File: config.mk
export PLATFORM = sky130hd
export DESIGN_NAME = occupancy_bin2bcd
export DESIGN_NICKNAME = d
export VERILOG_FILES = /design/src/rtl/occupancy_bin2bcd_pkg.sv /design/src/rtl/occupancy_bin2bcd_digit_adj.sv /design/src/rtl/occupancy_bin2bcd.sv
export SDC_FILE = /design/constraint.sdc
export NUM_CORES = 1
export LEC_CHECK = 0
export BUFFER_PORTS_ARGS = -buffer_cell sky130_fd_sc_hd__buf_4
export CORE_MARGIN = 8
export CORE_UTILIZATION = 30
export DETAILED_ROUTE_END_ITERATION = 16
export HOLD_SLACK_MARGIN = 0.03
export MAX_ROUTING_LAYER = met4
export PLACE_DENSITY = 0.55
export SYNTH_ARGS = -nofsm -noshare
export SYNTH_HDL_FRONTEND = slang
export SYNTH_SLANG_ARGS = --single-unit
File: constraint.sdc
create_clock -name clk -period 4.6 [get_ports clk]
set_clock_uncertainty 0.05 [all_clocks]
set_input_delay 1.38 -clock clk [delete_from_list [all_inputs] [get_ports clk]]
set_output_delay 1.38 -clock clk [all_outputs]
set_load 0.02 [all_outputs]
File: src/rtl/occupancy_bin2bcd_pkg.sv
// Shared types and constants for the occupancy binary-to-BCD converter.
// Holds the FSM state encoding, BCD digit width and the parameter legality check.
package occupancy_bin2bcd_pkg;

    typedef enum logic [1:0] {
        ST_IDLE = 2'd0,
        ST_OP   = 2'd1,
        ST_DONE = 2'd2
    } state_t;

    localparam int unsigned BCD_W = 4;

    // Requires 10**digits > 2**width-1, plus at least three digits to feed bcd2..bcd0.
    function automatic bit digits_legal(input int unsigned width, input int unsigned digits);
        longint unsigned pow10;
        longint unsigned max_bin;
        pow10 = 64'd1;
        for (int unsigned i = 0; i < digits; i++) begin
            pow10 = pow10 * 64'd10;
        end
        max_bin = (64'd1 << width) - 64'd1;
        return (digits >= 3) && (width >= 1) && (width <= 32) && (pow10 > max_bin);
    endfunction

endpackage

File: src/rtl/occupancy_bin2bcd_digit_adj.sv
// Double-dabble digit correction: adds 3 to a BCD digit of 5 or more before the shift.
module bcd_digit_adj
    import occupancy_bin2bcd_pkg::*;
(
    input  logic [BCD_W-1:0] i_digit,
    output logic [BCD_W-1:0] o_digit
);

    always_comb begin
        o_digit = (i_digit >= 4'd5) ? (i_digit + 4'd3) : i_digit;
    end

endmodule

File: src/rtl/occupancy_bin2bcd.sv
// Iterative shift-add-3 converter: one input bit per clock, start/done handshake.
// Converts the occupancy count into hundreds/tens/ones digits for the display driver.
module occupancy_bin2bcd
    import occupancy_bin2bcd_pkg::*;
#(
    parameter int unsigned WIDTH  = 8,
    parameter int unsigned DIGITS = 3
) (
    input  logic             clk,
    input  logic             reset,
    input  logic             start,
    input  logic [WIDTH-1:0] bin,
    output logic             ready,
    output logic             done_tick,
    output logic [3:0]       bcd2,
    output logic [3:0]       bcd1,
    output logic [3:0]       bcd0
);

    localparam int unsigned NW = (WIDTH > 1) ? $clog2(WIDTH) : 1;
    localparam int unsigned BW = DIGITS * BCD_W;

    generate
        if (!digits_legal(WIDTH, DIGITS)) begin : g_param_check
            $error("occupancy_bin2bcd: DIGITS too small for WIDTH");
        end
    endgenerate

    state_t                 r_state;
    logic [NW-1:0]          r_n;
    logic [WIDTH-1:0]       r_bin_sr;
    logic [BW-1:0]          r_work;
    logic [BW-1:0]          r_out;
    logic                   r_done_tick;
    logic [BW-1:0]          w_adj;
    logic [BW+WIDTH-1:0]    w_shift;

    generate
        for (genvar g = 0; g < DIGITS; g++) begin : g_adj
            bcd_digit_adj u_adj (
                .i_digit (r_work[g*BCD_W +: BCD_W]),
                .o_digit (w_adj[g*BCD_W +: BCD_W])
            );
        end
    endgenerate

    assign w_shift = {w_adj, r_bin_sr} << 1;

    always_ff @(posedge clk or posedge reset) begin
        if (reset) begin
            r_state     <= ST_IDLE;
            r_n         <= '0;
            r_bin_sr    <= '0;
            r_work      <= '0;
            r_out       <= '0;
            r_done_tick <= 1'b0;
        end else begin
            r_done_tick <= 1'b0;
            case (r_state)
                ST_IDLE: begin
                    if (start) begin
                        r_bin_sr <= bin;
                        r_work   <= '0;
                        r_n      <= NW'(WIDTH - 1);
                        r_state  <= ST_OP;
                    end
                end
                ST_OP: begin
                    {r_work, r_bin_sr} <= w_shift;
                    // Publish the final shift directly so DONE shows the result on entry.
                    if (r_n == '0) begin
                        r_out       <= w_shift[BW+WIDTH-1:WIDTH];
                        r_done_tick <= 1'b1;
                        r_state     <= ST_DONE;
                    end else begin
                        r_n <= r_n - 1'b1;
                    end
                end
                ST_DONE: r_state <= ST_IDLE;
                default: r_state <= ST_IDLE;
            endcase
        end
    end

    assign ready     = (r_state == ST_IDLE);
    assign done_tick = r_done_tick;
    assign bcd0      = r_out[0*BCD_W +: BCD_W];
    assign bcd1      = r_out[1*BCD_W +: BCD_W];
    assign bcd2      = r_out[2*BCD_W +: BCD_W];

endmodule

### After elaboration in Yosys (flattened, before gate mapping)

Cells that the tools add are included.

* reductions and logical operators: 7
* magnitude comparators: 3
* mux-type cells: 15
* equality and inequality tests: 4
* $add $sub $neg: 4

Operator list (count)
* $pmux W12 S2: 1
* $pmux W8 S2: 1
* $ge A4 B3 Y1 const B: 3
* $mux W12: 1
* $mux W3: 3
* $add A4 B2 Y4 const B: 2
* $mux W4: 2
* $mux W8: 1
* $ne A2 B2 Y1 const B: 3
* $pmux W3 S2: 1
* $reduce_and A2 Y1: 3
* $mux W2: 2
* $pmux W2 S2: 1
* $add A3 B2 Y3 const B: 1
* $logic_not A3 Y1: 1
* $reduce_and A3 Y1: 1
* $sub A3 B1 Y3 const B: 1
* $eq A2 B1 Y1 const B: 1
* $logic_not A2 Y1: 1
* $mux W1: 2
* $reduce_bool A2 Y1: 1

* logic and storage cells: 39
* input port bits: 11
* flip-flop bits (word level): 38
* output and inout bits: 14

### Logic depth before layout (Yosys ltp)

* depth in word-level cells: 3
* mapped depth: 7
* gate-level depth less buffers: 6

### By module

A second synthesis with hierarchy kept.

* cells, all modules: 164
* area, all modules: 1885.6 um^2

Modules (own cells, without submodules)
* occupancy_bin2bcd: times used 1, sequential area each 950.9 um^2, area each 1581.5 um^2, cells each 116
* bcd_digit_adj: times used 3, sequential area each 0.0 um^2, area each 101.3 um^2, cells each 16

### Worst setup path before layout

Ideal clock, no wire load.

* path kind: register to output
* from: reg r_state[0]
* to: out ready
* path slack: 2.233 ns
* buffers on the path: 2
* stages on the path, launching flop included: 4
* data required time: 3.170 ns
* arrival time: 0.937 ns
* cell sequence: dfrtp_1 buf_4 buf_2 nor2_1

* longest elaborated chain between the ends: 1

Ends and longest elaborated chain
* start, declared: RTL line occupancy_bin2bcd.sv:29 `state_t r_state;`
* start signal, assigned: RTL line occupancy_bin2bcd.sv:51 `r_state <= ST_IDLE;`
* start signal, assigned: RTL line occupancy_bin2bcd.sv:65 `r_state <= ST_OP;`
* start signal, assigned: RTL line occupancy_bin2bcd.sv:74 `r_state <= ST_DONE;`
* $logic_not A2 Y1: RTL line occupancy_bin2bcd.sv:85 `assign ready = (r_state == ST_IDLE);`
* end, declared: RTL line occupancy_bin2bcd.sv:13 `output logic ready,`

Every way passes these cells.

### Worst setup path after layout

Same ends and word-level chain as after synthesis.

==> results by group <==
Yosys
  • Post-synth top flop: dfrtp_1
  • Post-synth top area cell: dfrtp_1
  • Adder-cell share of the synthesized area: between 5 and 6%
  • Largest family of logic cells by synthesized area: compound AO/OA/AOI/OAI gates
  • Syn_area_per_cell: 9.50 um2
  • Syn Inst Count: around 190
  • Post-Syn Area: 1820 um2
  • Post-synthesis compound-gate area fraction: 16.7%
  • Sequential fraction of the synthesis area: 52.1%
  • Ys async rst share: 100%
  • Yosys reg bits: 38
  • Post-synthesis xor/xnor area fraction: about 1.4%
  • Mux share of post-synthesis cell area: 2.40%
  • Post-synth EDFFs: 0
  • Synth unique cells: 28
  • Syn Nets: 211
  • Total number of yosys warnings: 0
  • Synth area leaders: dfrtp_1 (52%), o21ai_0 (8.8%), nand2_1 (6.4%)
  • Yosys top cell area share: 52.1%
  • Post-synthesis simple-gate area fraction: 15.8%

Final layout
  • Final instance area: between 2000 and 2500 um2
  • Layout Nets: roughly 230
  • Filler cells: 612
  • Most common cell after layout, fill and taps aside: dfrtp_1
  • Share of layout cells above drive strength 1: between 10% and 20%
  • Area of the multi-input gates: around 770 um2
  • Ant diodes: 0
  • Final std cells w/o fill: 290
  • Core Util, Final: 36.3%
  • P&R area growth vs syn: 17.1%
  • Most frequent cells in the layout: dfrtp_1 (38), o21ai_0 (32), nand2_1 (31)
  • Sequential Area: 951 um2

Power and ir drop
  • Net Sw Power: 0.591 mW
  • Pwr Total: 1.44 mW
  • Maximum vdd drop: around 0.27 mV
  • Switching Share: 40.9%
  • Share of power burned in registers: 40.6%
  • PwrDens: 676 nW/um2
  • Comb power frac: 44.5%
  • Lkg Pwr: 0.986 nW
  • Internal power: 0.853 mW
  • Clk pwr share: 15.0%

Detailed routing
  • Detailed Route WL: 3680 um
  • Via count: 1346
  • Avg Vias per Cell: 4.64
  • DRC Markers: 0
  • DRT iter0 DRCs: 44
  • WL per Instance: 12.7 um
  • Post-route antenna net violation count: 0
  • First-pass detailed-route iteration total: 4

Flow run
  • Max cap viols: 0

Run status
  • Status: finished clean

Placed design
  • I/O Buffers: 24
  • Placed instance count: 283
  • Final GP Congestion: 0.729
  • DP Area: 2060 um2
  • Dpl hpwl: roughly 2500 um

STA
  • Hold Vio Cnt, Final: 0
  • Worst-Margin Slew: 0.869 ns
  • RSZ-0062 raised after global routing: no
  • Fmax: 377 MHz
  • Period utilization: between 50 and 60%
  • Min cycle time layout: between 2 and 3 ns
  • Fin. max-slew vios: 0
  • Setup TNS: 0 ns
  • Worst relative slew slack: between 40 and 50%
  • Final setup vio count: 0

Clock tree
  • TritonCTS clock tree: done
  • # Post-CTS Setup Buffers: 0
  • Hold_buf cts: 0
  • CTS max path bufs: 2
  • Total CTS buffers: 5
  • Worst-Skew Late Latency: 0.29 ns
  • CTS root buf: clkbuf_8
  • Clock-pin slew on the worst setup and hold paths: 0.07 ns
  • CTS sink count: 38
  • Resized Gates After CTS: 0
  • CTS H-tree lvls: 2

Setup path
  • Worst flop-to-flop path endpoint: r_n[1]
  • CP Max Fanout: 18
  • Worst Setup Path Type: reg -> out
  • Reg2Reg Launch Point: r_state[0]
  • Worst r2r path cells: 4
  • R2R Setup Slk: 2.78 ns
  • CP Data Arrival Time: 1.22 ns
  • Crit end category: output pin
  • Critical Path Start Type: register
  • CP Data Required Time: around 3.2 ns

Global route
  • Grt ovf: 0
  • First-pass GRT wire length: approximately 6300 um
  • Vias in the first global route: 1348
  • Overall routing resource usage: 9.18%
  • Initial antenna violation count: 0
  • Largest net degree at the start of global routing: 39

Worst hold path
  • Worst hold path type: reg -> reg
  • Hold EP: r_n[0]
  • Hold path startpoint: r_n[0]
  • Hold Path Depth: 1

Floorplanning
  • Die width: 94.0 um
  • Die area: 8830 um2
  • Starting Density: 31.0%
  • Core ar.: between 5000 and 6000 um2
  • Vert. Die Dim: ~94 um
  • I/O pin cnt: 25
  • Rows: 28
[worst max-delay path, cell delays in order, from the launching register on]
cell	delay, ns
dfrtp_1	0.68
nor2_1	0.08
buf_4	0.17
[stage by stage]
| step | setup WS, ns | hold slack (ns) |
|---|---|---|
| CTS | 1.94 | 0.429 |
| global route | 1.86 | 0.452 |
| floorplan | 2.23 | 0.390 |
| global placement | 1.96 | 0.414 |
| detailed placement | 1.94 | 0.411 |
| finish | 1.95 | 0.431 |
[worst max path at each step]
| stage | start | endpoint | slack [ns] |
|---|---|---|---|
| 6_report | r_state[0] | ready | 1.95 |
| 5_1_grt | r_state[0] | ready | 1.86 |
| 4_1_cts | r_state[0] | ready | 1.94 |
| 3_5_place_dp | start | r_n[1] | 1.94 |
| 3_3_place_gp | start | r_n[1] | 1.96 |
| 2_1_floorplan | r_state[0] | ready | 2.23 |
[power by group through the flow]
stage / logic, mW / clock network [mW] / registers (mW)
after floorplan: 0.436 / 0 / 0.616
after global placement: 0.641 / 0 / 0.594
after detailed placement: 0.656 / 0 / 0.593
after CTS: 0.659 / 0.224 / 0.587
after global routing: 0.739 / 0.235 / 0.607
final: 0.642 / 0.216 / 0.586
[metal layers]
layer  GRT usage (%)  vias up  wire (um)
li1                -      687          -
met1            11.2      633       1790
met2            13.8       20       1690
met3            2.64        6        143
met4            3.96        0         55
met5               -        -          0
[sequential cells by signal (all words and copies together) (netlist names)]
register   count
r_work        12
r_n            3
r_state        2
r_bin_sr       8
r_out         12
done_tick      1
[logic make-up (layout without fill, tap and decap cells)]
logic type | count (synthesis) | count (layout)
buf+inv | 23 | 46
simple gates | 59 | 59
xor+xnor | 3 | 3
mux | 4 | 4
fa+ha+maj | 8 | 8
compound gates | 57 | 57
flops | 38 | 38
[synth_stat cells (3+ instances only)]
cell type / count
dfrtp_1: 38
o21ai_0: 32
nand2_1: 31
a21oi_1: 16
inv_1: 13
nor2_1: 9
ha_1: 8
nor3b_1: 7
a31oi_1: 4
buf_2: 4
nand2b_1: 4
mux2_2: 3
nor3_1: 3
xnor2_1: 3
[area by class of cell]
| cell class | instances | share of cell area [%] |
|---|---|---|
| Sequential cell | 38 | 44.5 |
| Inverter | 14 | 2.69 |
| Clock buffer | 5 | 3.22 |
| Timing Repair Buffer | 25 | 8.79 |
| Tap cell | 75 | 4.39 |
| Multi-Input combinational cell | 131 | 35.9 |
| Clock inverter | 2 | 0.469 |
No activity file was read; power rests on OpenSTA's default activity.
